**config.mk**
```make
export PLATFORM = sky130hd
export DESIGN_NAME = rv_multicycle_ctrl
export DESIGN_NICKNAME = d
export VERILOG_FILES = /design/src/rtl/alu_types.sv /design/src/rtl/rv_mc_pkg.sv /design/src/rtl/rv_alu_decoder.sv /design/src/rtl/rv_multicycle_ctrl.sv
export SDC_FILE = /design/constraint.sdc
export NUM_CORES = 1
export LEC_CHECK = 0
export BUFFER_PORTS_ARGS = -buffer_cell sky130_fd_sc_hd__buf_2
export CAP_MARGIN = 20
export CORE_MARGIN = 2
export CORE_UTILIZATION = 45
export CTS_CLUSTER_DIAMETER = 30
export DETAILED_ROUTE_END_ITERATION = 10
export PLACE_DENSITY = 0.75
export SYNTH_ARGS = -nofsm -noshare
export SYNTH_HDL_FRONTEND = slang
export SYNTH_HIERARCHICAL = 1
export SYNTH_SLANG_ARGS = --single-unit
```
**constraint.sdc**
```tcl
create_clock -name clk -period 3.3 [get_ports clk]
set_clock_uncertainty 0.2 [all_clocks]
set_input_delay 0.66 -clock clk [delete_from_list [all_inputs] [get_ports clk]]
set_output_delay 0.66 -clock clk [all_outputs]
set_load 0.005 [all_outputs]
```
**src/rtl/alu_types.sv**
```systemverilog
// alu_types: ALU operation encoding shared by the datapath and its controllers
package alu_types;

    typedef enum logic [3:0] {
        ALU_ADD, ALU_SUB, ALU_SLL, ALU_SLT, ALU_SLTU,
        ALU_XOR, ALU_SRL, ALU_SRA, ALU_OR, ALU_AND
    } alu_control_t;

endpackage

```
**src/rtl/rv_mc_pkg.sv**
```systemverilog
// rv_mc_pkg: states, datapath mux encodings and error causes of the multicycle controller
package rv_mc_pkg;

    typedef enum logic [3:0] {
        S_FETCH, S_DECODE, S_MEMADR, S_MEMREAD, S_MEMWB, S_MEMWRITE, S_EXECR,
        S_EXECI, S_ALUWB, S_JAL, S_JALR, S_LINK, S_BRANCH, S_ERROR
    } state_t;

    typedef enum logic [1:0] {SRC_A_PC, SRC_A_OLD, SRC_A_RA} alu_src_a_t;
    typedef enum logic [1:0] {SRC_B_4, SRC_B_IMM, SRC_B_RB} alu_src_b_t;
    typedef enum logic [1:0] {RES_ALU, RES_MEM, RES_LAST} result_src_t;
    typedef enum logic [1:0] {ERR_NONE, ERR_ILLEGAL, ERR_TIMEOUT, ERR_BRANCH} err_cause_t;

    // How the ALU operation is chosen: forced add, forced subtract, or from funct fields
    typedef enum logic [1:0] {ALUOP_ADD, ALUOP_SUB, ALUOP_FUNCT} alu_op_t;

    localparam logic [6:0] OP_LOAD   = 7'b0000011;
    localparam logic [6:0] OP_STORE  = 7'b0100011;
    localparam logic [6:0] OP_RTYPE  = 7'b0110011;
    localparam logic [6:0] OP_ITYPE  = 7'b0010011;
    localparam logic [6:0] OP_JAL    = 7'b1101111;
    localparam logic [6:0] OP_JALR   = 7'b1100111;
    localparam logic [6:0] OP_BRANCH = 7'b1100011;

    // funct3[0] inverts the base condition; funct3[2:1] picks zero, lt or ltu
    function automatic logic branch_taken(input logic [2:0] f3, input logic zero, input logic lt,
                                          input logic ltu);
        return f3[0] ^ (f3[2] ? (f3[1] ? ltu : lt) : zero);
    endfunction

endpackage

```
**src/rtl/rv_alu_decoder.sv**
```systemverilog
// rv_alu_decoder: maps op/funct3/funct7_5 and the requested mode to an ALU operation
module rv_alu_decoder
    import alu_types::*;
    import rv_mc_pkg::*;
(
    input  alu_op_t      alu_op,
    input  logic [6:0]   op,
    input  logic [2:0]   funct3,
    input  logic         funct7_5,
    output alu_control_t alu_control
);

    // Subtract only exists for R-type; immediates reuse funct7_5 bit as part of imm
    always_comb begin
        alu_control = ALU_ADD;
        if (alu_op == ALUOP_SUB)
            alu_control = ALU_SUB;
        else if (alu_op == ALUOP_FUNCT)
            case (funct3)
                3'b000:  alu_control = (op == OP_RTYPE && funct7_5) ? ALU_SUB : ALU_ADD;
                3'b001:  alu_control = ALU_SLL;
                3'b010:  alu_control = ALU_SLT;
                3'b011:  alu_control = ALU_SLTU;
                3'b100:  alu_control = ALU_XOR;
                3'b101:  alu_control = funct7_5 ? ALU_SRA : ALU_SRL;
                3'b110:  alu_control = ALU_OR;
                default: alu_control = ALU_AND;
            endcase
    end

endmodule

```
**src/rtl/rv_multicycle_ctrl.sv**
```systemverilog
// rv_multicycle_ctrl: RV32I multicycle control FSM with memory timeout and retire counter
module rv_multicycle_ctrl
    import alu_types::*;
    import rv_mc_pkg::*;
#(
    parameter int MEM_TIMEOUT = 16,
    parameter bit BRANCH_FULL = 1,
    parameter int RETIRE_W    = 32
) (
    input  logic                clk,
    input  logic                rst,
    input  logic                ena,
    input  logic [6:0]          op,
    input  logic [2:0]          funct3,
    input  logic                funct7_5,
    input  logic                mem_ready,
    input  logic                zero,
    input  logic                lt,
    input  logic                ltu,
    output logic                mem_req,
    output logic                mem_wr_ena,
    output logic                adr_src,
    output logic                ir_ena,
    output logic                pc_ena,
    output logic                mdr_ena,
    output logic                reg_write,
    output alu_src_a_t          alu_src_a,
    output alu_src_b_t          alu_src_b,
    output alu_control_t        alu_control,
    output result_src_t         result_src,
    output logic                error,
    output err_cause_t          err_cause,
    output logic [RETIRE_W-1:0] instret
);

    localparam int WCW = MEM_TIMEOUT > 1 ? $clog2(MEM_TIMEOUT) : 1;

    state_t         state, state_nxt;
    err_cause_t     cause_nxt;
    logic [WCW-1:0] wait_cnt;
    logic           mem_wait, timeout, br_legal;
    logic           req, wr, irw, pcw, mdrw, rw;
    alu_op_t        alu_op;

    assign mem_wait = (state == S_FETCH || state == S_MEMREAD || state == S_MEMWRITE) && !mem_ready;
    assign timeout  = (MEM_TIMEOUT != 0) && (wait_cnt == WCW'(MEM_TIMEOUT - 1));
    assign br_legal = (funct3[2:1] == 2'b00) || (BRANCH_FULL && funct3[2]);

    // State and latched error cause; everything freezes while ena is low
    always_ff @(posedge clk or negedge rst) begin
        if (!rst) begin
            state     <= S_FETCH;
            err_cause <= ERR_NONE;
        end else if (ena) begin
            state     <= state_nxt;
            err_cause <= cause_nxt;
        end
    end

    // Wait counter restarts on every state change; retire counts each return to FETCH
    always_ff @(posedge clk or negedge rst) begin
        if (!rst) begin
            wait_cnt <= '0;
            instret  <= '0;
        end else if (ena) begin
            wait_cnt <= (state_nxt != state) ? '0 : wait_cnt + WCW'(mem_wait);
            instret  <= instret + RETIRE_W'(state != S_FETCH && state_nxt == S_FETCH);
        end
    end

    // Next state; a completing memory access always beats the timeout
    always_comb begin
        state_nxt = state;
        cause_nxt = err_cause;
        case (state)
            S_FETCH, S_MEMREAD, S_MEMWRITE: begin
                if (mem_ready)
                    state_nxt = (state == S_FETCH) ? S_DECODE : (state == S_MEMREAD) ? S_MEMWB : S_FETCH;
                else if (timeout) begin
                    state_nxt = S_ERROR;
                    cause_nxt = ERR_TIMEOUT;
                end
            end
            S_DECODE: begin
                case (op)
                    OP_LOAD, OP_STORE: state_nxt = (funct3 == 3'b010) ? S_MEMADR : S_ERROR;
                    OP_RTYPE:          state_nxt = S_EXECR;
                    OP_ITYPE:          state_nxt = S_EXECI;
                    OP_JAL:            state_nxt = S_JAL;
                    OP_JALR:           state_nxt = S_JALR;
                    OP_BRANCH:         state_nxt = br_legal ? S_BRANCH : S_ERROR;
                    default:           state_nxt = S_ERROR;
                endcase
                if (state_nxt == S_ERROR)
                    cause_nxt = (op == OP_BRANCH) ? ERR_BRANCH : ERR_ILLEGAL;
            end
            S_MEMADR:                            state_nxt = op[5] ? S_MEMWRITE : S_MEMREAD;
            S_EXECR, S_EXECI:                    state_nxt = S_ALUWB;
            S_JAL, S_JALR:                       state_nxt = S_LINK;
            S_MEMWB, S_ALUWB, S_LINK, S_BRANCH:  state_nxt = S_FETCH;
            default:                             state_nxt = S_ERROR;
        endcase
    end

    // Datapath controls per state; enables are gated by ena afterwards
    always_comb begin
        req        = 1'b0;
        wr         = 1'b0;
        irw        = 1'b0;
        pcw        = 1'b0;
        mdrw       = 1'b0;
        rw         = 1'b0;
        adr_src    = 1'b0;
        alu_src_a  = SRC_A_PC;
        alu_src_b  = SRC_B_4;
        result_src = RES_ALU;
        alu_op     = ALUOP_ADD;
        case (state)
            S_FETCH: begin
                req = 1'b1;
                irw = mem_ready;
                pcw = mem_ready;
            end
            S_DECODE: begin
                alu_src_a = SRC_A_OLD;
                alu_src_b = SRC_B_IMM;
            end
            S_MEMADR: begin
                alu_src_a = SRC_A_RA;
                alu_src_b = SRC_B_IMM;
            end
            S_MEMREAD: begin
                req     = 1'b1;
                adr_src = 1'b1;
                mdrw    = mem_ready;
            end
            S_MEMWB: begin
                result_src = RES_MEM;
                rw         = 1'b1;
            end
            S_MEMWRITE: begin
                req     = 1'b1;
                wr      = 1'b1;
                adr_src = 1'b1;
            end
            S_EXECR, S_EXECI: begin
                alu_src_a = SRC_A_RA;
                alu_src_b = (state == S_EXECR) ? SRC_B_RB : SRC_B_IMM;
                alu_op    = ALUOP_FUNCT;
            end
            S_ALUWB: begin
                result_src = RES_LAST;
                rw         = 1'b1;
            end
            S_JAL: begin
                result_src = RES_LAST;
                pcw        = 1'b1;
            end
            S_JALR: begin
                alu_src_a = SRC_A_RA;
                alu_src_b = SRC_B_IMM;
                pcw       = 1'b1;
            end
            S_LINK: begin
                alu_src_a = SRC_A_OLD;
                rw        = 1'b1;
            end
            S_BRANCH: begin
                alu_src_a  = SRC_A_RA;
                alu_src_b  = SRC_B_RB;
                alu_op     = ALUOP_SUB;
                result_src = RES_LAST;
                pcw        = branch_taken(funct3, zero, lt, ltu);
            end
            default: ;
        endcase
    end

    assign mem_req    = req & ena;
    assign mem_wr_ena = wr & ena;
    assign ir_ena     = irw & ena;
    assign pc_ena     = pcw & ena;
    assign mdr_ena    = mdrw & ena;
    assign reg_write  = rw & ena;
    assign error      = (state == S_ERROR);

    rv_alu_decoder u_dec (
        .alu_op      (alu_op),
        .op          (op),
        .funct3      (funct3),
        .funct7_5    (funct7_5),
        .alu_control (alu_control)
    );

endmodule
```
Word level (Yosys, flattened, before mapping) --
Index checks and enable logic that the tools add are counted.
Word-level totals: bits of input ports 18, latch bits 0, memory bits (read-only) 0, RAM bits 0, bits in registers 42, memories kept 0
Operators by class: $mul 0, div/mod/pow operators 0, bitwise gates (word level) 7, reductions and logical operators 25, muxes and demuxes 35, order comparisons 0, shifts and indexed selects 0, eq/ne operators 34, add/subtract/negate cells 2
Operators with widths (number):
- one-hot mux 4 bit (6 select lines) | 2
- adder 32 x 1 -> 32 bit | 1
- equality test 4 bit (second input constant) | 8
- two-way mux 4 bit | 7
- one-hot mux 4 bit (7 select lines) | 1
- equality test 7 bit (second input constant) | 3
- equality test 4 x 3 -> 1 bit (second input constant) | 4
- one-hot mux 2 bit (2 select lines) | 4
- equality test 7 x 6 -> 1 bit (second input constant) | 2
- OR reduction 3 bit | 4
- two-way mux 1 bit | 11
- two-way mux 2 bit | 5
- OR reduction 2 bit | 5
- equality test 3 bit (second input constant) | 3
- two-way mux 3 bit | 3
- equality test 4 x 2 -> 1 bit (second input constant) | 2
- logical NOT 4 bit | 2
- equality test 7 x 2 -> 1 bit (second input constant) | 1
- equality test 7 x 5 -> 1 bit (second input constant) | 1
- AND 1 bit | 6
- equality test 3 x 2 -> 1 bit (second input constant) | 2
- one-hot mux 2 bit (3 select lines) | 1
- AND reduction 5 bit | 1
- OR reduction 5 bit | 1
- other kinds (18) | 23

Depth between registers and ports, before layout --
Gate-level depths: netlist of the first run.
depth in word-level cells 9, gate-level depth with buffers 15

By module --
The synthesis of the first run kept the hierarchy.
By module, submodules not included:
- rv_multicycle_ctrl | area an instance 2648.8 um^2, cells an instance 294, times used 1
- rv_alu_decoder | area an instance 127.6 um^2, cells an instance 21, times used 1

Least setup slack after synthesis of the first run --
OpenSTA, ideal clock, no wires.
path type input port to flip-flop, start point input funct3[2], end point register instret[28], setup slack -0.064 ns, required time 3.021 ns, arrival time 3.085 ns, cell stages on the path 13, library setup time 0.079 ns, cell sequence or3b_1 > a211oi_2 > o31ai_1 > nor2_1 > nand3_1 > nor2_1 > ha_1 > ha_1 > and2_1 > nand2b_1 > or3_1 > nor3_1 > xor2_1
Between the ends: cells in the longest elaborated chain, start to end 9, elaborated cells between the ends (all ways) 11
Ends and longest elaborated chain:
- start, declared | line rv_multicycle_ctrl.sv:14 | input logic [2:0] funct3,
- logical NOT 2 bit | line rv_multicycle_ctrl.sv:47 | assign br_legal = (funct3[2:1] == 2'b00) || (BRANCH_FULL && funct3[2]);
- logical OR 1 bit | line rv_multicycle_ctrl.sv:47
- two-way mux 1 bit | line rv_multicycle_ctrl.sv:91 | OP_BRANCH: state_nxt = br_legal ? S_BRANCH : S_ERROR;
- one-hot mux 4 bit (6 select lines) (*) | line rv_multicycle_ctrl.sv:85 | case (op)
- two-way mux 4 bit (*) | line rv_multicycle_ctrl.sv:75 | case (state)
- one-hot mux 4 bit (6 select lines) (*) | line rv_multicycle_ctrl.sv:75
- logical NOT 4 bit (*) | line rv_multicycle_ctrl.sv:67 | instret <= instret + RETIRE_W'(state != S_FETCH && state_nxt == S_FETCH);
- logical AND 1 bit (*) | line rv_multicycle_ctrl.sv:67
- adder 32 x 1 -> 32 bit (*) | line rv_multicycle_ctrl.sv:67
- end signal, assigned | line rv_multicycle_ctrl.sv:67
- end, declared | line rv_multicycle_ctrl.sv:33 | output logic [RETIRE_W-1:0] instret
Every way passes the cells marked *; elsewhere a longest branch is shown, timed or not. The select of a mux whose other input is x is not followed. A chain may end at the register's enable or synchronous reset.

Worst setup path after layout of the first run --
start point input funct3[0], end point register instret[28]
Between the ends: cells in the longest elaborated chain, start to end 8
Ends and longest elaborated chain:
- equality test 3 x 2 -> 1 bit | line rv_multicycle_ctrl.sv:86 | OP_LOAD, OP_STORE: state_nxt = (funct3 == 3'b010) ? S_MEMADR : S_ERROR;
- two-way mux 4 bit | line rv_multicycle_ctrl.sv:86
- one-hot mux 4 bit (6 select lines) | line rv_multicycle_ctrl.sv:85
- two-way mux 4 bit | line rv_multicycle_ctrl.sv:75
- one-hot mux 4 bit (6 select lines) | line rv_multicycle_ctrl.sv:75
- logical NOT 4 bit | line rv_multicycle_ctrl.sv:67
- logical AND 1 bit | line rv_multicycle_ctrl.sv:67
- adder 32 x 1 -> 32 bit | line rv_multicycle_ctrl.sv:67
Every way passes these cells. The select of a mux whose other input is x is not followed.

==> metrics.yaml, run 1 <==
cts:
  clock_latency_ns: 0.30
  htree_levels: 2
  cts_buffers: 5
  cts_buffer_depth: 2
  cts_tree: "yes"
  clock-sinks: 42
  clk_pin_slew_worst_paths_ns: 0.09
  cts_root_buf: "clkbuf_8"
  postCtsHoldBufs: 0
synthesis:
  synth_ff_type: "dfrtp_1"
  synth_compound_area_share_pct: 14.5
  ys_async_sr_fraction_pct: 100
  ys_types: 54
  syn-cell-area_um2: 2780
  synth_top_area_share_pct: 37.9
  synth_mux_area_share_pct: 1.98
  synth_adder_area_share_pct: 1.80
  ys_seq_area_share_pct: 37.9
  ys_ff_latch: 42
  synth_edf_count: 0
  synth_area_leaders: "dfrtp_1, xnor2_1, nor2_1, nand3_1, nand2_1"
  synth_top_family_by_area: "simple AND/OR/NAND/NOR gates"
  synth_warnings: 6
  synth_cells: 315
  yosys.area.top_type: "dfrtp_1"
  syn_area_per_cell_um2: 8.81
  synthSimpleGateAreaFrac_pct: 29.9
  synth_fp_nets: 337
  synth-xor-area-share_pct: 10.4
sta:
  grt_setup_unrepaired: "yes"
  worstMarginPinSlew_ns: 0.908
  fin_crit_ns: 3.23
  setup_viol: 0
  relSlewSlack_pct: 39.5
  setup_slack_ns: 0.0750
  finalHoldViolCount: 0
  maxSlewViolCount: 0
  max_freq_mhz: 310
  whs_ns: 0.273
  tns_ns: 0
  fin_crit_sh_pct: 97.7
die:
  initial_core_util_pct: 46.6
  rows: 28
  die_w_um: 82.6
  dieArea_um2: 6810
  ios: 70
  core_um2: 5960
  die_h_um: 82.6
worst_setup_path:
  timing.rr.end: "instret[28]"
  worstReg2RegStart: "state[3]"
  crit_chain: "buf_8 > or3b_1 > a211oi_2 > o31ai_2 > nor2_1 > nand3_1 > nor2_1 > ha_2 > ha_4 > and2_4 > nand2b_4 > or3_4 > nor3_4 > xor2_1"
  arrival_ns: 3.25
  slowest_stage: "or3b_1"
  cp_max_fo: 4
  cp-start-kind: "input pin"
  r2r_setup_slack_ns: 0.12
  end_kind: "register"
  critPathLaunch: "funct3[0]"
  worstSetupPathType: "input pin to register"
  cpMostUsedCell: "nor2_1"
  ff2ff_path_depth: 12
  max_stage_delay_ns: 0.38
  required_ns: 3.32
power_and_ir_drop:
  p_sw_share_pct: 39.3
  internal_power_mw: 1.28
  powerDensity_nw_per_um2: 578
  power.share.clock_pct: 19.4
  totalPowerFinal_mw: 2.11
  p_sw_mw: 0.830
  leakagePower_nw: 1.77
  seqPwrFrac_pct: 32.3
  power_frac_comb_pct: 48.3
  ir_drop_uv: 371
layout:
  final_util_pct: 61.5
  multi_input_area_um2: 1690
  antenna_cells: 0
  nets: 440
  area_delta_synth_final_pct: 31.9
  fillers: 505
  stdcell_count: 494
  regArea_um2: 1050
  design_area_um2: 3660
  drive_above_1_share_pct: 34.1
global_routing:
  busiest_layer: "met2"
  grt_pass1_wl_um: 11300
  grt_max_degree: 43
  grt.total_usage_pct: 21.0
  antenna_found_initial: 0
  grt_util_met3_pct: 2.61
  met2_usage_pct: 34.8
  met1_usage_pct: 29.1
  grt_overflow_total: 0
  first_global_vias: 2513
route:
  dr.pass1.iters: 4
  drt_iter0_markers: 211
  via_per_inst: 5.57
  wirelength_um: 6910
  wl_per_cell_um: 14.0
  vias: 2750
  antenna_left: 0
  drc: 0
placed_design:
  numPortBuffers: 69
  place.detailed.hpwl_um: 5220
  place.gp.congestion: 0.885
  placed_area_um2: 3460
  dp_cells: 483
  pre_cts_ws_ns: -0.308
min_path:
  hp-class: "input pin to asynchronous set/reset pin"
run_status:
  status: "completed"
job:
  maxCapViolCount: 0
power groups by stage:
| stage | combinational, mW | clock (mW) | sequential, mW |
|---|---|---|---|
| after detailed placement | 0.993 | 0 | 0.682 |
| final | 1.02 | 0.411 | 0.683 |
| after floorplan | 0.679 | 0 | 0.616 |
| after global routing | 1.14 | 0.435 | 0.694 |
| after global placement | 0.967 | 0 | 0.679 |
| after CTS | 0.995 | 0.419 | 0.674 |
worst max-delay path, delay by kind of cell:
kind | cells | cell delay [ns]
fa+ha+maj | 2 | 0.39
compound gates | 2 | 0.43
buf+inv | 1 | 0.10
simple gates | 8 | 1.50
xor+xnor | 1 | 0.17
registers in the layout (all words and copies together) (netlist names):
signal     cells
instret       32
state          4
err_cause      2
wait_cnt       4
cells in the mapped netlist, drive strengths merged, types with 4 or more instances:
cell type / count
buf: 8
nor3: 7
a31oi: 5
nand4: 10
nor4: 4
nand2b: 11
ha: 4
clkbuf: 5
mux2: 4
nor2: 30
nor2b: 10
dfrtp: 42
nand3: 19
o21ai: 11
inv: 11
and2: 5
xor2: 6
a211oi: 4
xnor2: 27
a21oi: 15
nand2: 23
o22ai: 4
and3: 6
nor3b: 4
area by class of cell:
class,instances,share of cell area (%)
clock buffer,5,1.88
sequential,42,28.8
inverter,11,1.13
timing repair buffer,109,18.4
tap,75,2.56
clock inverter,3,1.20
multi-input combinational,249,46.0
timing repair:
action | 4_1_cts | 5_1_grt
pin swaps | 1 | 10
setup buffers | 0 | 3
hold endpoints to repair | 0 | 0
setup endpoints to repair | 1 | 12
resized for setup | 1 | 16
cells in the final DEF (no fill, tap or decap), types with 9 or more instances in the layout:
cell	n
nand2_1	22
buf_2	67
nand4_1	10
o21ai_0	11
nor2_1	30
dfrtp_1	40
nand2b_1	10
inv_1	11
nor2b_1	9
a21oi_1	14
buf_4	39
xnor2_1	27
nand3_1	19
worst max path at each step:
stage | to | slack [ns] | cells after the start
floorplan | instret[28] | 0.007 | 13
global placement | instret[27] | -0.19 | 14
detailed placement | instret[28] | -0.31 | 14
CTS | instret[28] | 0.01 | 14
global route | instret[28] | -0.09 | 13
finish | instret[28] | 0.07 | 14
per-layer routing:
layer	wire (um)	vias to the layer above
li1	-	1335
met1	3200	1336
met2	3270	69
met3	333	10
met4	109	0
met5	0	-
cells by family after synthesis:
family                   after synthesis
AO/OA/AOI/OAI                         58
XOR/XNOR                              33
adder cells (fa/ha/maj)                4
buffers and inverters                 24
flip-flops                            42
multiplexers                           5
AND/OR/NAND/NOR                      149
(Power assumes the default switching activity.)
==> run 2, diff against run 1 <==
REMOVE_ABC_BUFFERS = 1   (was not set)
==> metrics.yaml, run 2 (synthesis results as in run 1) <==
worst_setup_path:
  worstSetupPathType: "input pin to register"  # unchanged
  required_ns: 3.33  # was 3.32 ns
  arrival_ns: 3.17  # was 3.25 ns
  worstReg2RegStart: "state[1]"  # was state[3]
  timing.rr.end: "instret[26]"  # was instret[28]
  ff2ff_path_depth: 13  # was 12
  cp-start-kind: "input pin"  # unchanged
  end_kind: "register"  # unchanged
  r2r_setup_slack_ns: 0.20  # was 0.12 ns
  cp_max_fo: 4  # unchanged
global_routing:
  grt_overflow_total: 0  # unchanged
  grt.total_usage_pct: 21.1  # was 21.0%
  antenna_found_initial: 0  # unchanged
  grt_max_degree: 43  # unchanged
  grt_pass1_wl_um: 11300  # about the same
  first_global_vias: 2466  # was 2513
cts:
  clock_latency_ns: 0.30  # about the same
  postCtsHoldBufs: 0  # unchanged
  clock-sinks: 42  # unchanged
  cts_tree: "yes"  # unchanged
  cts_root_buf: "clkbuf_8"  # unchanged
  cts_buffers: 5  # unchanged
  htree_levels: 2  # unchanged
  cts_buffer_depth: 2  # unchanged
  clk_pin_slew_worst_paths_ns: 0.08  # was 0.09 ns
placed_design:
  numPortBuffers: 69  # unchanged
  place.detailed.hpwl_um: 5340  # was 5220 um
  place.gp.congestion: 0.872  # was 0.885
  dp_cells: 492  # was 483
  pre_cts_ws_ns: -0.291  # was -0.308 ns
sta:
  finalHoldViolCount: 0  # unchanged
  fin_crit_ns: 3.15  # was 3.23 ns
  tns_ns: 0  # unchanged
  max_freq_mhz: 318  # was 310 MHz
  setup_viol: 0  # unchanged
  relSlewSlack_pct: 41.3  # was 39.5%
  fin_crit_sh_pct: 95.4  # was 97.7%
  maxSlewViolCount: 0  # unchanged
  setup_slack_ns: 0.153  # was 0.0750 ns
  worstMarginPinSlew_ns: 0.881  # was 0.908 ns
layout:
  layout_common_cells: "buf_2, buf_4, dfrtp_1"  # was buf_2, dfrtp_1, buf_4
  largest_reg_flops: 32  # unchanged
  drive_above_1_share_pct: 36.2  # was 34.1%
  top_regs: "instret (32), state (4), wait_cnt (4)"  # unchanged
  nets: 449  # was 440
  area_delta_synth_final_pct: 32.6  # was 31.9%
  stdcell_count: 503  # was 494
  antenna_cells: 0  # unchanged
  fillers: 531  # was 505
  top_register: "instret"  # unchanged
  layout.cells.most_common: "buf_2"  # unchanged
run_status:
  status: "completed"  # unchanged
power_and_ir_drop:
  ir_drop_uv: 522  # was 371 uV
  leakagePower_nw: 1.79  # was 1.77 nW
  powerDensity_nw_per_um2: 579  # was 578 nW/um^2
die:
  initial_core_util_pct: 46.6  # unchanged
  core_um2: 5960  # unchanged
  rows: 28  # unchanged
  die_w_um: 82.6  # unchanged
  die_h_um: 82.6  # unchanged
  dieArea_um2: 6810  # unchanged
  ios: 70  # unchanged
route:
  drc: 0  # unchanged
  via_per_inst: 5.49  # was 5.57
  drt_iter0_markers: 156  # was 211
  wl_per_cell_um: 14.0  # about the same
  dr.pass1.iters: 4  # unchanged
  antenna_left: 0  # unchanged
  wirelength_um: 7030  # was 6910 um
  vias: 2763  # was 2750
min_path:
  hp-class: "input pin to asynchronous set/reset pin"  # unchanged
job:
  maxCapViolCount: 0  # unchanged
run 2: how the worst max path moves through the flow:
| stage | from | endpoint | slack (ns) |
|---|---|---|---|
| after detailed placement | funct3[2] | instret[28] | -0.29 |
| after CTS | funct3[2] | instret[28] | 0.02 |
| final | funct3[2] | instret[26] | 0.15 |
| after global routing | funct3[2] | instret[28] | -0.007 |
| after global placement | funct3[2] | instret[28] | -0.23 |
| after floorplan | funct3[2] | instret[28] | -0.08 |
run 2: metrics by stage:
stage               utilization, %  total power, mW  area (um^2)  hold slack, ns
CTS                           60.3             2.08         3590           0.297
global placement              58.8             1.72         3500           0.256
floorplan                        -             1.25         2720           0.164
global route                  61.8             2.29         3680           0.318
detailed placement            58.8             1.75         3500           0.280
finish                        61.8             2.13         3680           0.276
run 2: worst max-delay path, stage by stage:
cell and delay, ns:
buf_2 0.12, or3b_4 0.40, a211oi_4 0.26, o31ai_2 0.11, nor2_1 0.13, nand3_1 0.09
nor2_1 0.12, ha_2 0.20, ha_2 0.18, and2_4 0.14, nand2b_1 0.07, or3_4 0.38
nor2_1 0.16, xor2_1 0.15
run 2: repair_timing:
item                                    CTS  global route
endpoints found under the setup margin    0            13
buffers inserted                          0             3
resized for setup                         0            17
run 2: power by group:
part	internal, mW	leakage [nW]	total, mW	switching [mW]
Combinational	0.565	1.18	1.11	0.543
Clock	0.149	0.0483	0.328	0.179
Sequential	0.573	0.564	0.694	0.122
run 2: metal layers:
metal / part of all wire [%] / track usage [%]
met1: 47 / 30.7
met2: 48 / 33.0
met3: 4.5 / 3.70
met4: 0.75 / 4.43
met5: 0 / 0
run 2: area by class of cell:
cell class / instances / area [um^2] / share of cell area [%]
Clock buffer: 5 / 68.8 / 1.87
Clock inverter: 3 / 18.8 / 0.510
Inverter: 11 / 41.3 / 1.12
Multi-Input combinational cell: 249 / 1690 / 45.9
Sequential cell: 42 / 1050 / 28.7
Tap cell: 75 / 93.8 / 2.55
Timing Repair Buffer: 118 / 713 / 19.4
